<file path="config.mk">
export PLATFORM = sky130hd
export DESIGN_NAME = bus_arbiter_rr
export DESIGN_NICKNAME = d
export VERILOG_FILES = /design/src/rtl/arb_pkg.sv /design/src/rtl/rr_pick.sv /design/src/rtl/bus_arbiter_rr.sv
export SDC_FILE = /design/constraint.sdc
export NUM_CORES = 1
export LEC_CHECK = 0
export CAP_MARGIN = 20
export CORE_UTILIZATION = 57
export CTS_CLUSTER_DIAMETER = 100
export DETAILED_ROUTE_END_ITERATION = 12
export PLACE_DENSITY = 0.85
export SYNTH_ARGS = -nofsm -noshare
export SYNTH_HDL_FRONTEND = slang
export SYNTH_SLANG_ARGS = --single-unit
export TNS_END_PERCENT = 30
</file>
<file path="constraint.sdc">
create_clock -name clk -period 4.4 [get_ports clk]
set_input_delay 0.88 -clock clk [delete_from_list [all_inputs] [get_ports clk]]
set_output_delay 0.88 -clock clk [all_outputs]
set_load 0.02 [all_outputs]
</file>
<file path="src/rtl/arb_pkg.sv">
// Shared types and helpers for the round-robin bus arbiter with priority preemption.
package arb_pkg;

  typedef enum logic [1:0] {
    IDLE    = 2'd0,
    PRIO    = 2'd1,
    GRANT   = 2'd2,
    PREEMPT = 2'd3
  } arb_state_e;

  localparam int ID_NONE = 0;

  // Master index i is reported on the owner bus as i+1; 0 means no owner.
  function automatic int idx_to_id(input int idx);
    return idx + 1;
  endfunction

endpackage

</file>
<file path="src/rtl/rr_pick.sv">
// Combinational round-robin selector over masters 1..N-1, starting the search at ptr.
module rr_pick #(
  parameter int N     = 3,
  parameter int IDX_W = $clog2(N)
) (
  input  logic [N-1:0]     req_vec,
  input  logic [IDX_W-1:0] ptr,
  output logic [IDX_W-1:0] win_idx,
  output logic             win_vld
);

  int cand;

  always_comb begin
    cand    = 0;
    win_idx = '0;
    win_vld = 1'b0;
    for (int k = 0; k < N - 1; k++) begin
      cand = int'(ptr) + k;
      // Wrap inside 1..N-1; bit 0 is the priority master and never competes here.
      if (cand > N - 1) cand = cand - (N - 1);
      if (!win_vld && req_vec[cand]) begin
        win_vld = 1'b1;
        win_idx = IDX_W'(cand);
      end
    end
  end

endmodule

</file>
<file path="src/rtl/bus_arbiter_rr.sv">
// Shared-resource arbiter: master 0 preempts for a bounded window, masters 1..N-1
// share round-robin with a bounded slice. accmodule drives the resource mux select.
module bus_arbiter_rr
  import arb_pkg::*;
#(
  parameter int N_MASTERS      = 3,
  parameter int SLICE_CYCLES   = 2,
  parameter int PREEMPT_CYCLES = 2,
  parameter int CNT_W          = 16,
  parameter int ID_W           = $clog2(N_MASTERS + 1)
) (
  input  logic                 clk,
  input  logic                 reset,
  input  logic [N_MASTERS-1:0] req,
  input  logic [N_MASTERS-1:0] done,
  output logic [ID_W-1:0]      accmodule,
  output logic [N_MASTERS-1:0] grant,
  output logic [N_MASTERS-1:0] pending,
  output logic [CNT_W-1:0]     nb_interrupts,
  output arb_state_e           state_dbg
);

  localparam int IDX_W = $clog2(N_MASTERS);
  localparam int SL_W  = $clog2(SLICE_CYCLES + 1);
  localparam int PR_W  = $clog2(PREEMPT_CYCLES + 1);

  arb_state_e           state_q, state_d;
  logic [IDX_W-1:0]     own_q, own_d;
  logic [ID_W-1:0]      acc_q, acc_d;
  logic [N_MASTERS-1:0] grant_q, grant_d;
  logic [N_MASTERS-1:0] pending_q, pending_d;
  logic [IDX_W-1:0]     ptr_q, ptr_d;
  logic [SL_W-1:0]      slice_q, slice_d;
  logic [PR_W-1:0]      pre_q, pre_d;
  logic                 saved_vld_q, saved_vld_d;
  logic [IDX_W-1:0]     saved_idx_q, saved_idx_d;
  logic [SL_W-1:0]      saved_slice_q, saved_slice_d;
  logic [CNT_W-1:0]     nb_q, nb_d;

  logic                 g_release, p_release, saved_drop, choose;
  logic [N_MASTERS-1:0] saved_mask, eff_req;
  logic [IDX_W-1:0]     rr_idx;
  logic                 rr_vld;

  function automatic logic [IDX_W-1:0] next_ptr(input logic [IDX_W-1:0] i);
    if (int'(i) >= N_MASTERS - 1) return IDX_W'(1);
    else return i + IDX_W'(1);
  endfunction

  // Owner and saved master cannot re-queue themselves; everyone else is eligible this edge.
  always_comb begin
    saved_mask = '0;
    if (saved_vld_q) saved_mask[saved_idx_q] = 1'b1;
    eff_req = pending_q | (req & ~(grant_q | saved_mask));
  end

  // Release conditions and pointer advance are resolved first so the picker sees the new pointer.
  always_comb begin
    g_release  = 1'b0;
    p_release  = 1'b0;
    saved_drop = (state_q == PREEMPT) && saved_vld_q && done[saved_idx_q];
    ptr_d      = ptr_q;
    if (state_q == GRANT)
      g_release = done[own_q] || (int'(slice_q) + 1 >= SLICE_CYCLES);
    if (state_q == PREEMPT)
      p_release = done[0] || (int'(pre_q) + 1 >= PREEMPT_CYCLES);
    if (g_release) ptr_d = next_ptr(own_q);
    else if (saved_drop) ptr_d = next_ptr(saved_idx_q);
  end

  rr_pick #(
    .N     (N_MASTERS),
    .IDX_W (IDX_W)
  ) u_rr_pick (
    .req_vec (eff_req),
    .ptr     (ptr_d),
    .win_idx (rr_idx),
    .win_vld (rr_vld)
  );

  always_comb begin
    state_d       = state_q;
    own_d         = own_q;
    slice_d       = slice_q;
    pre_d         = pre_q;
    saved_vld_d   = saved_vld_q;
    saved_idx_d   = saved_idx_q;
    saved_slice_d = saved_slice_q;
    nb_d          = nb_q;
    choose        = 1'b0;

    case (state_q)
      IDLE: choose = 1'b1;
      PRIO: if (done[0]) choose = 1'b1;
      GRANT: begin
        // A release (done or expiry) outranks a preemption request in the same cycle.
        if (g_release) begin
          choose = 1'b1;
        end else if (eff_req[0]) begin
          state_d       = PREEMPT;
          own_d         = '0;
          pre_d         = '0;
          saved_vld_d   = 1'b1;
          saved_idx_d   = own_q;
          saved_slice_d = slice_q + SL_W'(1);
          if (!(&nb_q)) nb_d = nb_q + CNT_W'(1);
        end else begin
          slice_d = slice_q + SL_W'(1);
        end
      end
      PREEMPT: begin
        if (saved_drop) saved_vld_d = 1'b0;
        if (p_release) begin
          if (saved_vld_q && !saved_drop) begin
            state_d     = GRANT;
            own_d       = saved_idx_q;
            slice_d     = saved_slice_q;
            saved_vld_d = 1'b0;
          end else begin
            choose = 1'b1;
          end
        end else begin
          pre_d = pre_q + PR_W'(1);
        end
      end
      default: state_d = IDLE;
    endcase

    if (choose) begin
      if (eff_req[0]) begin
        state_d = PRIO;
        own_d   = '0;
      end else if (rr_vld) begin
        state_d = GRANT;
        own_d   = rr_idx;
        slice_d = '0;
      end else begin
        state_d = IDLE;
        own_d   = '0;
      end
    end

    acc_d   = ID_W'(ID_NONE);
    grant_d = '0;
    if (state_d != IDLE) begin
      acc_d          = ID_W'(idx_to_id(int'(own_d)));
      grant_d[own_d] = 1'b1;
    end
    pending_d = eff_req & ~grant_d;
  end

  always_ff @(posedge clk or negedge reset) begin
    if (!reset) begin
      state_q       <= IDLE;
      own_q         <= '0;
      acc_q         <= '0;
      grant_q       <= '0;
      pending_q     <= '0;
      ptr_q         <= IDX_W'(1);
      slice_q       <= '0;
      pre_q         <= '0;
      saved_vld_q   <= 1'b0;
      saved_idx_q   <= '0;
      saved_slice_q <= '0;
      nb_q          <= '0;
    end else begin
      state_q       <= state_d;
      own_q         <= own_d;
      acc_q         <= acc_d;
      grant_q       <= grant_d;
      pending_q     <= pending_d;
      ptr_q         <= ptr_d;
      slice_q       <= slice_d;
      pre_q         <= pre_d;
      saved_vld_q   <= saved_vld_d;
      saved_idx_q   <= saved_idx_d;
      saved_slice_q <= saved_slice_d;
      nb_q          <= nb_d;
    end
  end

  assign accmodule     = acc_q;
  assign grant         = grant_q;
  assign pending       = pending_q;
  assign nb_interrupts = nb_q;
  assign state_dbg     = state_q;

endmodule

</file>
==> metrics.yaml <==
status: "complete, no violations"
final_common_cell: "dfrtp_1"
fp.dieH_um: 62.1
yosys.area_share.adder_pct: 3.65
fin_skew_ps: 14.4
rows: 21
drc: 0
startpoint_type: "input pin"
finalCriticalPeriod_ps: 3000
syn_nets: 207
cp-end-kind: "flop"
async_flop_share_pct: 100
drt-initial-drc-count: 134
layout.cells.non_filler: 277
post_cts_buffers: 0
hpwl_um: 3420
cap_violations: 0
clk_latency_ps: 360
grt_pass1_wl_um: 8070
firstDrtPassIters: 4
max_freq_ghz: 0.333
place_area_mm2: 0.00242
port_buffers: 33
h-tree-depth: 2
slew_violations: 0
hold_path_depth: 1
vias_per_cell: 5.96
initial_core_util_pct: 60.8
routed_wl_um: 4710
rsz0062_at_grt: "false"
min_path_type: "reg2reg"
crit_arrival_ps: 3260
numCtsBuffers: 5
regToRegEndpoint: "accmodule[1]"
yosysWarnings: 0
tns_ps: 0
synth-simple-area-share_pct: 18.8
synth_ff_type: "dfrtp_1"
area_growth_pct: 22.1
path_class: "in2reg"
routed-via-count: 1650
cts_root_buffer: "clkbuf_4"
clockBufferDepth: 2
synth_area_per_cell_um2: 10.7
synth_top_cell_by_area: "dfrtp_1"
grt_pass1_vias: 1648
hold_ws_ps: 505
ant_nets: 0
final_area_mm2: 0.00251
final-hold-violation-count: 0
r2r_start: "slice_q[0]"
yosysSeqAreaShare_pct: 47.4
relSlewSlack_pct: 43.1
critical_path_required_ps: 4660
hold_path_startpoint: "pre_q[0]"
cts_tree: "yes"
synthTopCellsByArea: "dfrtp_1 46%, xnor2_1 5.1%, ha_1 3.6%"
wl_per_cell_um: 17.0
drive_gt1_share_pct: 9.52
synth_top_family_by_area: "simple AND/OR/NAND/NOR gates"
die_area_mm2: 0.00386
leakagePower_nw: 1.04
holdPathEnd: "pre_q[0]"
synth_cells: 193
clkSinkCount: 39
synth_mux_area_share_pct: 3.83
clk_pin_slew_worst_paths_ps: 120
post_cts_resized: 0
r2r_setup_slack_ps: 1590
yosys.area.top_type_share_pct: 46.2
design.core.area_mm2: 0.00339
io_pins: 34
setup_viol: 0
num_antenna_cells: 0
layout_common_cells: "38 x dfrtp_1, 32 x clkdlybuf4s50_1, 13 x nand2_1"
reg2reg_depth: 9
dieWidth_um: 62.1
grt_max_degree: 40
period_share_pct: 68.2
crit_fanout: 7
synth_compound_area_share_pct: 16.8
finalNetCount: 244
synth.distinct_cells: 51
dp_cells: 269
grt_overflow: 0
powerDensity_mw_per_mm2: 686
vdd_drop_max_mv: 0.498
antenna_found_initial: 0
synth-xor-area-share_pct: 6.38
synth_edf_count: 0
cts_hold_buf: 0
syn-cell-area_mm2: 0.00206
gp_congestion: 0.952
tightestPinTransition_ps: 853
ys_ff_latch: 39
track_usage_pct: 27.0
==> synthesized netlist by cell type (all sizes together), types with 2 or more instances <==
master and count:
inv 12, nand4 8, and3 2, nor2b 3, xor2 3, o21ai 10
o211ai 3, clkbuf 2, a211oi 2, a21o 4, nor3 5, nand3b 2
and2 6, nand2 13, nor2 9, dfrtp 38, mux2i 3, or2b 2
ha 6, a21oi 6, xnor2 12, a32o 3, nand3 11, a221oi 2
mux2 4, a31oi 2
==> worst max path at each step <==
| stage | start | cells after the start | slack [ps] | endpoint |
|---|---|---|---|---|
| finish | done[0] | 9 | 1400 | accmodule[1] |
| global route | done[0] | 9 | 1260 | accmodule[1] |
| CTS | done[0] | 9 | 1420 | accmodule[1] |
| detailed placement | done[0] | 9 | 1050 | accmodule[1] |
| global placement | done[1] | 9 | 1130 | accmodule[1] |
| floorplan | done[2] | 9 | 1730 | accmodule[1] |
==> area by class of cell <==
type	count	area [um^2]
multi-input cells	139	1020
flip-flops and latches	39	977
fillers	220	876
repair buffers	33	325
well taps	46	57.6
clock buffers	6	51.3
inverters	12	45.0
clock inverters	2	38.8
==> metrics by stage <==
| stage | power (W) | utilization (%) | setup slack (ps) |
|---|---|---|---|
| after floorplan | 0.00116 | - | 1730 |
| after global placement | 0.00142 | 71.5 | 1130 |
| after detailed placement | 0.00145 | 71.5 | 1050 |
| after CTS | 0.00172 | 74.2 | 1420 |
| after global routing | 0.00185 | 74.2 | 1260 |
| final | 0.00173 | 74.2 | 1400 |
==> per-layer routing <==
metal  share of wire (%)  global-route usage, %
met1                  47                   38.7
met2                  45                   40.2
met3                 5.8                   6.80
met4                 1.8                   8.43
met5                   0                      0
==> registers in the layout, indices dropped and copies added (netlist names) <==
register,flops
nb_interrupts,16
pre_q,2
ptr_q,2
accmodule,2
saved_vld_q,1
slice_q,2
pending,3
state_dbg,2
saved_idx_q,2
own_q,2
saved_slice_q,2
grant,3
==> report_power, final <==
part	total (W)	switching [W]	leakage, nW	internal, W
Clock	0.000266	0.000128	0.0489	0.000137
Sequential	0.000616	0.000137	0.503	0.000479
Combinational	0.000844	0.000469	0.487	0.000375
==> critical path, cell delays in order <==
cell and delay [ps]:
clkdlybuf4s50_1 520, mux2i_2 110, o211ai_2 280, o21ai_0 240
a21boi_2 360, inv_1 100, o31a_1 330, ha_1 280
and2_1 150
==> kinds of logic (layout without fill, tap and decap cells) <==
family                     Yosys count  count (layout)
buffers and inverters               15              53
muxes                                7               7
and+or+nand+nor                     68              68
adders and majority gates            6               6
DFF                                 39              39
xor gates and xnor gates            15              15
AOI/OAI and AO/OA                   43              43
Power figures use the tool's default switching activity.
